<file path="config.mk">
export PLATFORM = sky130hd
export DESIGN_NAME = dbg_loader_flat
export DESIGN_NICKNAME = d
export VERILOG_FILES = /design/src/rtl/dbg_loader_if.sv /design/src/rtl/dbg_loader.sv /design/src/flat_wrapper.sv
export SDC_FILE = /design/constraint.sdc
export NUM_CORES = 1
export LEC_CHECK = 0
export ABC_AREA = 1
export CAP_MARGIN = 30
export CORE_ASPECT_RATIO = 0.6
export CORE_MARGIN = 5
export CORE_UTILIZATION = 44
export DETAILED_ROUTE_END_ITERATION = 8
export GPL_ROUTABILITY_DRIVEN = 0
export PLACE_DENSITY = 0.79
export RECOVER_POWER = 25
export SYNTH_ARGS = -nofsm -noshare
export SYNTH_HDL_FRONTEND = slang
export SYNTH_SLANG_ARGS = --single-unit
</file>
<file path="constraint.sdc">
create_clock -name clk -period 2 [get_ports clk]
set_clock_uncertainty 0.1 [all_clocks]
set_input_delay 0.2 -clock clk [delete_from_list [all_inputs] [get_ports clk]]
set_output_delay 0.2 -clock clk [all_outputs]
set_load 0.02 [all_outputs]
</file>
<file path="src/rtl/dbg_loader_if.sv">
// Debug loader bus bundle: serial rx/tx byte streams, RAM debug port, halt line and PC tap.
interface dbg_loader_if;
  logic [7:0]  rx_data;
  logic        rx_valid;
  logic        rx_ready;
  logic [7:0]  tx_data;
  logic        tx_valid;
  logic        tx_ready;
  logic [31:0] mem_rdata_dbg;
  logic [31:0] pc;
  logic        debug;
  logic [31:0] mem_addr_dbg;
  logic [31:0] mem_wdata_dbg;
  logic [1:0]  mem_byte_sel_dbg;
  logic        mem_we_dbg;

  modport master (
    input  rx_data, rx_valid, tx_ready, mem_rdata_dbg, pc,
    output rx_ready, tx_data, tx_valid, debug,
           mem_addr_dbg, mem_wdata_dbg, mem_byte_sel_dbg, mem_we_dbg
  );

  modport slave (
    output rx_data, rx_valid, tx_ready, mem_rdata_dbg, pc,
    input  rx_ready, tx_data, tx_valid, debug,
           mem_addr_dbg, mem_wdata_dbg, mem_byte_sel_dbg, mem_we_dbg
  );
endinterface

</file>
<file path="src/rtl/dbg_loader.sv">
// Host debug front end: decodes serial byte commands (H/G/W/R/P) into halt control,
// single-cycle debug-port RAM accesses and a byte response stream.
module dbg_loader #(
  parameter logic [1:0]  WORD_SEL = 2'b10,
  parameter int unsigned RD_LAT   = 1,
  parameter logic [7:0]  ACK_BYTE = 8'hAA
) (
  input  logic        clk,
  input  logic        rst,
  dbg_loader_if.master bus
);

  localparam int unsigned CNT_W = 16;

  typedef enum logic [3:0] {
    S_IDLE, S_ADDR, S_CNT, S_WDATA, S_WRITE, S_ACK, S_RD_REQ, S_RD_WAIT, S_TX
  } state_t;

  state_t            state;
  logic [1:0]        bcnt;
  logic [1:0]        wcnt;
  logic [CNT_W-1:0]  word_cnt;
  logic [31:0]       shreg;
  logic              is_write;
  logic              is_pc;

  logic              rx_fire;
  logic              tx_fire;
  logic              rd_done;
  logic [CNT_W-1:0]  cnt_full;

  assign rx_fire  = bus.rx_valid & bus.rx_ready;
  assign tx_fire  = bus.tx_valid & bus.tx_ready;
  assign cnt_full = {bus.rx_data, word_cnt[15:8]};
  assign bus.mem_byte_sel_dbg = WORD_SEL;

  // Read data is valid RD_LAT cycles after the address was first presented in RD_REQ.
  assign rd_done = ((state == S_RD_REQ)  && (RD_LAT == 0)) ||
                   ((state == S_RD_WAIT) && (wcnt == 2'(RD_LAT - 1)));

  always_ff @(posedge clk) begin
    if (rst) begin
      state             <= S_IDLE;
      bcnt              <= '0;
      wcnt              <= '0;
      word_cnt          <= '0;
      shreg             <= '0;
      is_write          <= 1'b0;
      is_pc             <= 1'b0;
      bus.rx_ready      <= 1'b1;
      bus.tx_data       <= '0;
      bus.tx_valid      <= 1'b0;
      bus.debug         <= 1'b1;
      bus.mem_addr_dbg  <= '0;
      bus.mem_wdata_dbg <= '0;
      bus.mem_we_dbg    <= 1'b0;
    end else begin
      case (state)
        S_IDLE: begin
          if (rx_fire) begin
            case (bus.rx_data)
              8'h48: bus.debug <= 1'b1;
              8'h47: bus.debug <= 1'b0;
              8'h57, 8'h52: begin
                bus.debug <= 1'b1;
                is_write  <= (bus.rx_data == 8'h57);
                is_pc     <= 1'b0;
                bcnt      <= '0;
                state     <= S_ADDR;
              end
              8'h50: begin
                shreg        <= bus.pc;
                bus.tx_data  <= bus.pc[7:0];
                bus.tx_valid <= 1'b1;
                bus.rx_ready <= 1'b0;
                is_pc        <= 1'b1;
                bcnt         <= '0;
                state        <= S_TX;
              end
              default: ;
            endcase
          end
        end

        S_ADDR: begin
          if (rx_fire) begin
            bus.mem_addr_dbg <= {bus.rx_data, bus.mem_addr_dbg[31:8]};
            bcnt             <= bcnt + 2'd1;
            if (bcnt == 2'd3) state <= S_CNT;
          end
        end

        S_CNT: begin
          if (rx_fire) begin
            word_cnt <= cnt_full;
            bcnt     <= bcnt + 2'd1;
            if (bcnt == 2'd1) begin
              bcnt <= '0;
              if (cnt_full == '0) begin
                if (is_write) begin
                  bus.tx_data  <= ACK_BYTE;
                  bus.tx_valid <= 1'b1;
                  bus.rx_ready <= 1'b0;
                  state        <= S_ACK;
                end else begin
                  state <= S_IDLE;
                end
              end else if (is_write) begin
                state <= S_WDATA;
              end else begin
                bus.rx_ready <= 1'b0;
                state        <= S_RD_REQ;
              end
            end
          end
        end

        S_WDATA: begin
          if (rx_fire) begin
            bus.mem_wdata_dbg <= {bus.rx_data, bus.mem_wdata_dbg[31:8]};
            bcnt              <= bcnt + 2'd1;
            if (bcnt == 2'd3) begin
              bus.mem_we_dbg <= 1'b1;
              bus.rx_ready   <= 1'b0;
              state          <= S_WRITE;
            end
          end
        end

        S_WRITE: begin
          bus.mem_we_dbg   <= 1'b0;
          bus.mem_addr_dbg <= bus.mem_addr_dbg + 32'd4;
          word_cnt         <= word_cnt - 16'd1;
          if (word_cnt == 16'd1) begin
            bus.tx_data  <= ACK_BYTE;
            bus.tx_valid <= 1'b1;
            state        <= S_ACK;
          end else begin
            bus.rx_ready <= 1'b1;
            state        <= S_WDATA;
          end
        end

        S_ACK: begin
          if (tx_fire) begin
            bus.tx_valid <= 1'b0;
            bus.rx_ready <= 1'b1;
            state        <= S_IDLE;
          end
        end

        S_RD_REQ, S_RD_WAIT: begin
          if (rd_done) begin
            shreg        <= bus.mem_rdata_dbg;
            bus.tx_data  <= bus.mem_rdata_dbg[7:0];
            bus.tx_valid <= 1'b1;
            bcnt         <= '0;
            state        <= S_TX;
          end else if (state == S_RD_REQ) begin
            wcnt  <= '0;
            state <= S_RD_WAIT;
          end else begin
            wcnt <= wcnt + 2'd1;
          end
        end

        S_TX: begin
          if (tx_fire) begin
            bcnt  <= bcnt + 2'd1;
            shreg <= shreg >> 8;
            if (bcnt == 2'd3) begin
              bus.tx_valid <= 1'b0;
              if (is_pc) begin
                is_pc        <= 1'b0;
                bus.rx_ready <= 1'b1;
                state        <= S_IDLE;
              end else begin
                bus.mem_addr_dbg <= bus.mem_addr_dbg + 32'd4;
                word_cnt         <= word_cnt - 16'd1;
                if (word_cnt == 16'd1) begin
                  bus.rx_ready <= 1'b1;
                  state        <= S_IDLE;
                end else begin
                  state <= S_RD_REQ;
                end
              end
            end else begin
              bus.tx_data <= shreg[15:8];
            end
          end
        end

        default: begin
          bus.rx_ready <= 1'b1;
          state        <= S_IDLE;
        end
      endcase
    end
  end

endmodule

</file>
<file path="src/flat_wrapper.sv">
// flat-port wrapper written by rule: the top's interface ports become plain ports
module dbg_loader_flat 
#(
  parameter logic [1:0]  WORD_SEL = 2'b10,
  parameter int unsigned RD_LAT   = 1,
  parameter logic [7:0]  ACK_BYTE = 8'hAA
)
  (clk, rst, bus_rx_data, bus_rx_valid, bus_tx_ready, bus_mem_rdata_dbg, bus_pc, bus_rx_ready, bus_tx_data, bus_tx_valid, bus_debug, bus_mem_addr_dbg, bus_mem_wdata_dbg, bus_mem_byte_sel_dbg, bus_mem_we_dbg);
  dbg_loader_if bus_i ();
  input  logic clk;
  input  logic rst;
  input wire logic [$bits(bus_i.rx_data)-1:0] bus_rx_data;
  input wire logic [$bits(bus_i.rx_valid)-1:0] bus_rx_valid;
  input wire logic [$bits(bus_i.tx_ready)-1:0] bus_tx_ready;
  input wire logic [$bits(bus_i.mem_rdata_dbg)-1:0] bus_mem_rdata_dbg;
  input wire logic [$bits(bus_i.pc)-1:0] bus_pc;
  output wire logic [$bits(bus_i.rx_ready)-1:0] bus_rx_ready;
  output wire logic [$bits(bus_i.tx_data)-1:0] bus_tx_data;
  output wire logic [$bits(bus_i.tx_valid)-1:0] bus_tx_valid;
  output wire logic [$bits(bus_i.debug)-1:0] bus_debug;
  output wire logic [$bits(bus_i.mem_addr_dbg)-1:0] bus_mem_addr_dbg;
  output wire logic [$bits(bus_i.mem_wdata_dbg)-1:0] bus_mem_wdata_dbg;
  output wire logic [$bits(bus_i.mem_byte_sel_dbg)-1:0] bus_mem_byte_sel_dbg;
  output wire logic [$bits(bus_i.mem_we_dbg)-1:0] bus_mem_we_dbg;
  assign bus_i.rx_data = bus_rx_data;
  assign bus_i.rx_valid = bus_rx_valid;
  assign bus_i.tx_ready = bus_tx_ready;
  assign bus_i.mem_rdata_dbg = bus_mem_rdata_dbg;
  assign bus_i.pc = bus_pc;
  assign bus_rx_ready = bus_i.rx_ready;
  assign bus_tx_data = bus_i.tx_data;
  assign bus_tx_valid = bus_i.tx_valid;
  assign bus_debug = bus_i.debug;
  assign bus_mem_addr_dbg = bus_i.mem_addr_dbg;
  assign bus_mem_wdata_dbg = bus_i.mem_wdata_dbg;
  assign bus_mem_byte_sel_dbg = bus_i.mem_byte_sel_dbg;
  assign bus_mem_we_dbg = bus_i.mem_we_dbg;
  dbg_loader #(.WORD_SEL(WORD_SEL), .RD_LAT(RD_LAT), .ACK_BYTE(ACK_BYTE)) u_core (.clk(clk), .rst(rst), .bus(bus_i));
endmodule
</file>
Word-level counts from Yosys, hierarchy flattened
Cells that the tools add are included.
- bits in read-only memories: 0
- bits of input ports: 76
- flip-flop bits (word level): 134
- word-level logic and storage cells: 184
- RAM bits: 0
- latch bits: 0
- output and inout bits: 78
- memories: 0
- magnitude comparators: 0
- multipliers: 0
- equality and inequality tests: 41
- bitwise operators: 4
- multiplexer cells: 88
- shifts and indexed selects: 0
- add/sub/neg operators: 4
- divide/modulo/power cells: 0
- reductions and logical operators: 33
- operator list (operator ; count):
    32-bit two-way mux ; 8
    32-bit case mux with 3 select lines ; 2
    8-bit two-way mux ; 10
    16-bit two-way mux ; 4
    4-bit two-way mux ; 14
    16-bit case mux with 3 select lines ; 1
    8-bit by 7-bit == test with 1-bit output, second input constant ; 5
    8-bit case mux with 5 select lines ; 1
    32-bit by 3-bit adder with 32-bit output, second input constant ; 1
    4-bit case mux with 8 select lines ; 1
    2-bit by 1-bit != test with 1-bit output, second input constant ; 15
    1-bit two-way mux ; 27
    12-bit AND reduction ; 2
    5-bit AND reduction ; 4
    16-bit by 1-bit == test with 1-bit output, second input constant ; 1
    4-bit by 3-bit == test with 1-bit output, second input constant ; 4
    16-bit zero test ; 1
    2-bit two-way mux ; 8
    16-bit by 1-bit subtractor with 16-bit output, second input constant ; 1
    14-bit AND reduction ; 1
    3-bit two-way mux ; 4
    11-bit AND reduction ; 1
    2-bit != test, second input constant ; 5
    2-bit case mux with 5 select lines ; 1
    27 further kinds ; 48

Depth between registers and ports, before layout
- depth after elaboration: 6
- depth in mapped cells: 13
- gate-level depth less buffers: 12

Least setup slack after synthesis
Ideal clock, no wire load.
- path type: register to register
- start point: register u_core.bus.mem_addr_dbg[2] (netlist name)
- end point: register u_core.bus.mem_addr_dbg[12] (netlist name)
- setup slack: 0.200 ns
- arrival time: 1.568 ns
- path buffers: 0
- library setup time: 0.132 ns
- cell stages (with the launch flop): 10
- clock period less this slack: 1.800 ns
- required time: 1.768 ns
- cell sequence: dfxtp_1 -> ha_1 -> inv_1 -> nor2_1 -> nand2_1 -> nor2_1 -> xor2_1 -> nand2_1 -> nand2_1 -> a21oi_1
- cells in the longest elaborated chain, start to end: 5
- ends and longest elaborated chain (element ; RTL line ; RTL):
    start: declaration ; dbg_loader_if.sv:20 ; mem_addr_dbg, mem_wdata_dbg, mem_byte_sel_dbg, mem_we_dbg
    start signal: assignment ; dbg_loader.sv:87 ; bus.mem_addr_dbg <= {bus.rx_data, bus.mem_addr_dbg[31:8]};
    start signal: assignment ; dbg_loader.sv:132 ; bus.mem_addr_dbg <= bus.mem_addr_dbg + 32'd4;
    start signal: assignment ; dbg_loader.sv:178 ; bus.mem_addr_dbg <= bus.mem_addr_dbg + 32'd4;
    32-bit by 3-bit adder with 32-bit output (*) ; dbg_loader.sv:132, dbg_loader.sv:178 ;
    32-bit two-way mux ; dbg_loader.sv:173 ; if (is_pc) begin
    32-bit two-way mux ; dbg_loader.sv:171 ; if (bcnt == 2'd3) begin
    32-bit two-way mux ; dbg_loader.sv:168 ; if (tx_fire) begin
    32-bit case mux with 3 select lines (*) ; dbg_loader.sv:58 ; case (state)
Every way passes the cells marked *; elsewhere a longest branch is shown, timed or not. The select of a mux whose other input is x is not followed.
A chain may end at the register's enable or synchronous reset.

Worst setup path in the final report
- start point: register u_core.state[1]
- end point: register u_core.word_cnt[11]
- cells in the longest elaborated chain, start to end: 3
- elaborated cells on any way between the ends: 10
- those cells by class: eq/ne: 7; mux: 1; reduce/logical: 2
- ends and longest elaborated chain (element ; RTL line ; RTL):
    start: declaration ; dbg_loader.sv:19 ; state_t state;
    start signal: assignment ; dbg_loader.sv:43 ; state <= S_IDLE;
    start signal: assignment ; dbg_loader.sv:69 ; state <= S_ADDR;
    start signal: assignment ; dbg_loader.sv:78 ; state <= S_TX;
    4-bit == test, or another cell as far along ; dbg_loader.sv:58 ;
    2-bit != test (no line), or another cell as far along ; n/a ;
    5-bit AND reduction (no line) ; n/a ;
    end signal: assignment ; dbg_loader.sv:95 ; word_cnt <= cnt_full;
    end signal: assignment ; dbg_loader.sv:133 ; word_cnt <= word_cnt - 16'd1;
    end signal: assignment ; dbg_loader.sv:179 ; word_cnt <= word_cnt - 16'd1;
    end: declaration ; dbg_loader.sv:22 ; logic [CNT_W-1:0] word_cnt;
Several ways; a longest one is shown, not always the timed one.

==> results.py <==
metrics = {
    "die": {
        "top_level_ports": 154,
        "start_util_pct": 45.25,
        "die_h_um": 110.4,
        "die_width_um": 177.4,
        "core_area_um2": 16350,
        "floorplan.rows": 36,
        "die_area_um2": 19590,
    },
    "min_path": {
        "hp-start": "u_core.shreg[11]$_SDFFE_PP0P_",
        "hold_class": "reg2reg",
    },
    "place": {
        "placed_cell_area_um2": 9519,
        "pre_cts_ws_ns": -0.2318,
        "portBuffers": 151,
        "hpwl_um": 18260,
    },
    "global_routing": {
        "overflow": 0,
        "antenna_found_initial": 1,
        "grt_pass1_vias": 7755,
        "grt_first_pass_wirelength_um": 39820,
        "grt_max_degree": 76,
        "grt_use_total_pct": 24.55,
    },
    "yosys": {
        "synthFlopType": "dfxtp_1",
        "ys_seq_area_share_pct": 34.09,
        "synth_edf_count": 0,
        "syn_nets": 1287,
        "ys_ff_latch": 126,
        "ys.warnings.count": 0,
        "synth.top_cells.by_area": "dfxtp_1 34%, nand2_1 16%, nor2_1 10%",
        "synth.most_common_cell": "nand2_1",
        "synthArstFlopShare_pct": 0,
        "synth_common_cells": "308 x nand2_1, 202 x nor2_1, 126 x dfxtp_1",
        "synth_top_area_share_pct": 34.09,
        "syn_inst": 1204,
        "synthDominantAreaCellType": "dfxtp_1",
        "ys_types": 38,
        "synth_area_um2": 7398,
        "synth_area_per_cell_um2": 6.145,
    },
    "clocking": {
        "path_clk_slew_ns": 0.06,
        "htree_levels": 4,
        "clkLatencyLatePin_ns": 0.42,
        "cts_tree": "yes",
        "clock-sinks": 126,
        "hold_buffers": 0,
        "cts_buffer_depth": 2,
        "cts_root_buf": "clkbuf_16",
        "cts_buffers": 17,
    },
    "power_and_ir_drop": {
        "p_leak_uw": 0.004362,
        "pwr_density_cell_nw_per_um2": 949.2,
        "ir_worst_vdd_v": 0.0005116,
    },
    "timing": {
        "max_freq_ghz": 0.5178,
        "timing.final.ws_setup_ns": 0.06885,
        "fin_crit_ns": 1.931,
        "hold_viol": 0,
        "setup_viol": 0,
        "setup_total_negative_slack_ns": 0,
        "fin_crit_sh_pct": 96.56,
        "final-max-slew-violation-count": 0,
    },
    "critical_path": {
        "worstSetupEndpointType": "flop",
        "crit_family": "simple AND/OR/NAND/NOR gates",
        "max_stage_delay_ns": 0.38,
        "worstSetupPathDepth": 9,
        "crit_path_top_delay_cell": "dfxtp_2",
        "path_cells": "nor2_4 -> nand3_1 -> nand2_1 -> inv_2 -> nand3_2 -> buf_12 -> inv_2 -> o21ai_0 -> nor2_1",
        "worstSetupPathType": "reg2reg",
        "critPathArrivalTime_ns": 2.13,
        "crit_path_start": "u_core.state[1]$_SDFFE_PP0P_",
        "reg2regPathDepth": 9,
        "rrSetupSlack_ns": 0.07,
        "rr_endpoint": "u_core.word_cnt[11]$_SDFFE_PP0P_",
        "cpMostUsedCell": "inv_2",
        "critPathRequiredTime_ns": 2.20,
        "startpoint_type": "flop",
        "r2r_start": "u_core.state[1]$_SDFFE_PP0P_",
        "cp_max_fo": 25,
        "path_buf_inv": 3,
        "cp-endpoint": "u_core.word_cnt[11]$_SDFFE_PP0P_",
    },
    "routing": {
        "dr.pass1.iters": 5,
        "wl_met3_um": 2885,
        "drc": 0,
        "via_count": 8621,
        "wl_per_cell_um": 15.19,
        "via_per_inst": 5.286,
        "wl_met1_um": 11550,
        "routed-wl-met2_um": 10130,
        "routed_wl_um": 24770,
        "dr.max_layer_used": "met5",
        "detail-route-antenna-nets": 0,
        "dr.first_iter.drc_count": 867,
    },
    "status": {
        "status": "complete, no violations",
    },
    "layout": {
        "design_area_um2": 10180,
        "drive_gt1_share_pct": 10.41,
        "regArea_um2": 2527,
        "diodes": 0,
        "multiInputGateArea_um2": 4172,
        "syn2layout_area_growth_pct": 37.56,
        "finalNetCount": 1474,
        "fillCellCount": 1438,
    },
    "flow_run": {
        "drv_cap": 0,
    },
}
## metal layers
layer,track usage [%],vias up
met5,0,-
met4,4.016,2
met3,9.221,24
met2,33.80,424
met1,36.69,3933
li1,-,4238
## sequential cells by signal (all words and copies together) (netlist names)
name	cells
u_core.bcnt	2
u_core.bus.debug	1
u_core.bus.mem_addr_dbg	32
u_core.bus.mem_wdata_dbg	32
u_core.bus.mem_we_dbg	1
u_core.bus.rx_ready	1
u_core.bus.tx_data	8
u_core.bus.tx_valid	1
u_core.is_pc	1
u_core.is_write	1
u_core.shreg	24
u_core.state	4
u_core.wcnt	2
u_core.word_cnt	16
## cell families (layout without fill, tap and decap cells)
group / count (synthesis) / after routing / synth area share, %
XOR/XNOR: 11 / 11 / 1.302
AND/OR/NAND/NOR: 634 / 634 / 35.43
other: 2 / 2 / 0.1015
flip-flops: 126 / 126 / 34.09
buffers and inverters: 180 / 379 / 10.10
adder cells (fa/ha/maj): 7 / 7 / 1.184
AO/OA/AOI/OAI: 244 / 244 / 17.79
## worst min path at each step
stage | end | cells past startpoint
floorplan | u_core.bus.mem_wdata_dbg[28]$_SDFFE_PP0P_ | 2
global placement | u_core.shreg[11]$_SDFFE_PP0P_ | 2
detailed placement | u_core.shreg[10]$_SDFFE_PP0P_ | 2
CTS | u_core.shreg[10]$_SDFFE_PP0P_ | 2
global route | u_core.shreg[10]$_SDFFE_PP0P_ | 2
finish | u_core.shreg[11]$_SDFFE_PP0P_ | 2
## worst register-to-register path, cell delays in order (launching register included)
cell and delay, ns:
dfxtp_2 0.38, nor2_4 0.24, nand3_1 0.20, nand2_1 0.15
inv_2 0.09, nand3_2 0.11, buf_12 0.17, inv_2 0.10
o21ai_0 0.22, nor2_1 0.07
## cell usage in the layout, fill, tap and decap left out, types with 4 or more instances in the layout
| cell | instances |
|---|---|
| dlygate4sd3_1 | 21 |
| dfxtp_1 | 122 |
| inv_2 | 12 |
| a21oi_1 | 96 |
| nand2_2 | 6 |
| nand4_1 | 9 |
| or2_2 | 5 |
| nand3_2 | 4 |
| ha_1 | 6 |
| buf_12 | 8 |
| inv_1 | 116 |
| nor2_2 | 5 |
| a22o_1 | 8 |
| nor3_1 | 12 |
| nand3_1 | 74 |
| clkbuf_16 | 17 |
| buf_4 | 59 |
| clkinv_4 | 4 |
| nor2_1 | 199 |
| inv_6 | 4 |
| o211ai_1 | 18 |
| nand2_1 | 307 |
| xor2_1 | 10 |
| nor2_4 | 7 |
| clkdlybuf4s50_1 | 130 |
| o21ai_1 | 11 |
| dfxtp_2 | 4 |
| o21ai_0 | 103 |
## power by group
part | switching, µW | internal (µW) | total, µW | leakage (µW)
combinational | 2050 | 1360 | 3410 | 0.00306
clock | 1270 | 1860 | 3130 | 0.000283
sequential | 289 | 2830 | 3120 | 0.00102
## through the flow
stage,instances,utilization [%],total power [µW],hold slack (ns)
6_report,1631,62.24,9660,0.3520
5_1_grt,1631,62.24,10190,0.3681
4_1_cts,1627,61.81,9530,0.3529
3_5_place_dp,1596,58.22,6399,0.3437
3_3_place_gp,1596,58.22,6335,0.3334
2_1_floorplan,1204,-,5216,0.2486
## what timing repair did
| item | CTS | global route |
|---|---|---|
| endpoints found under the setup margin | 0 | 48 |
| endpoints found under the hold margin | 0 | 0 |
| setup buffers | 0 | 4 |
| gates resized for setup | 0 | 18 |
## cell type report
type                    instances  share of cell area (%)
well taps                     228                   2.803
repair buffers                220                   20.89
multi-input cells             898                   40.99
flip-flops and latches        126                   24.83
inverters                     128                   4.721
clock buffers                  17                   4.180
clock inverters                14                   1.586
(Power assumes the default switching activity.)
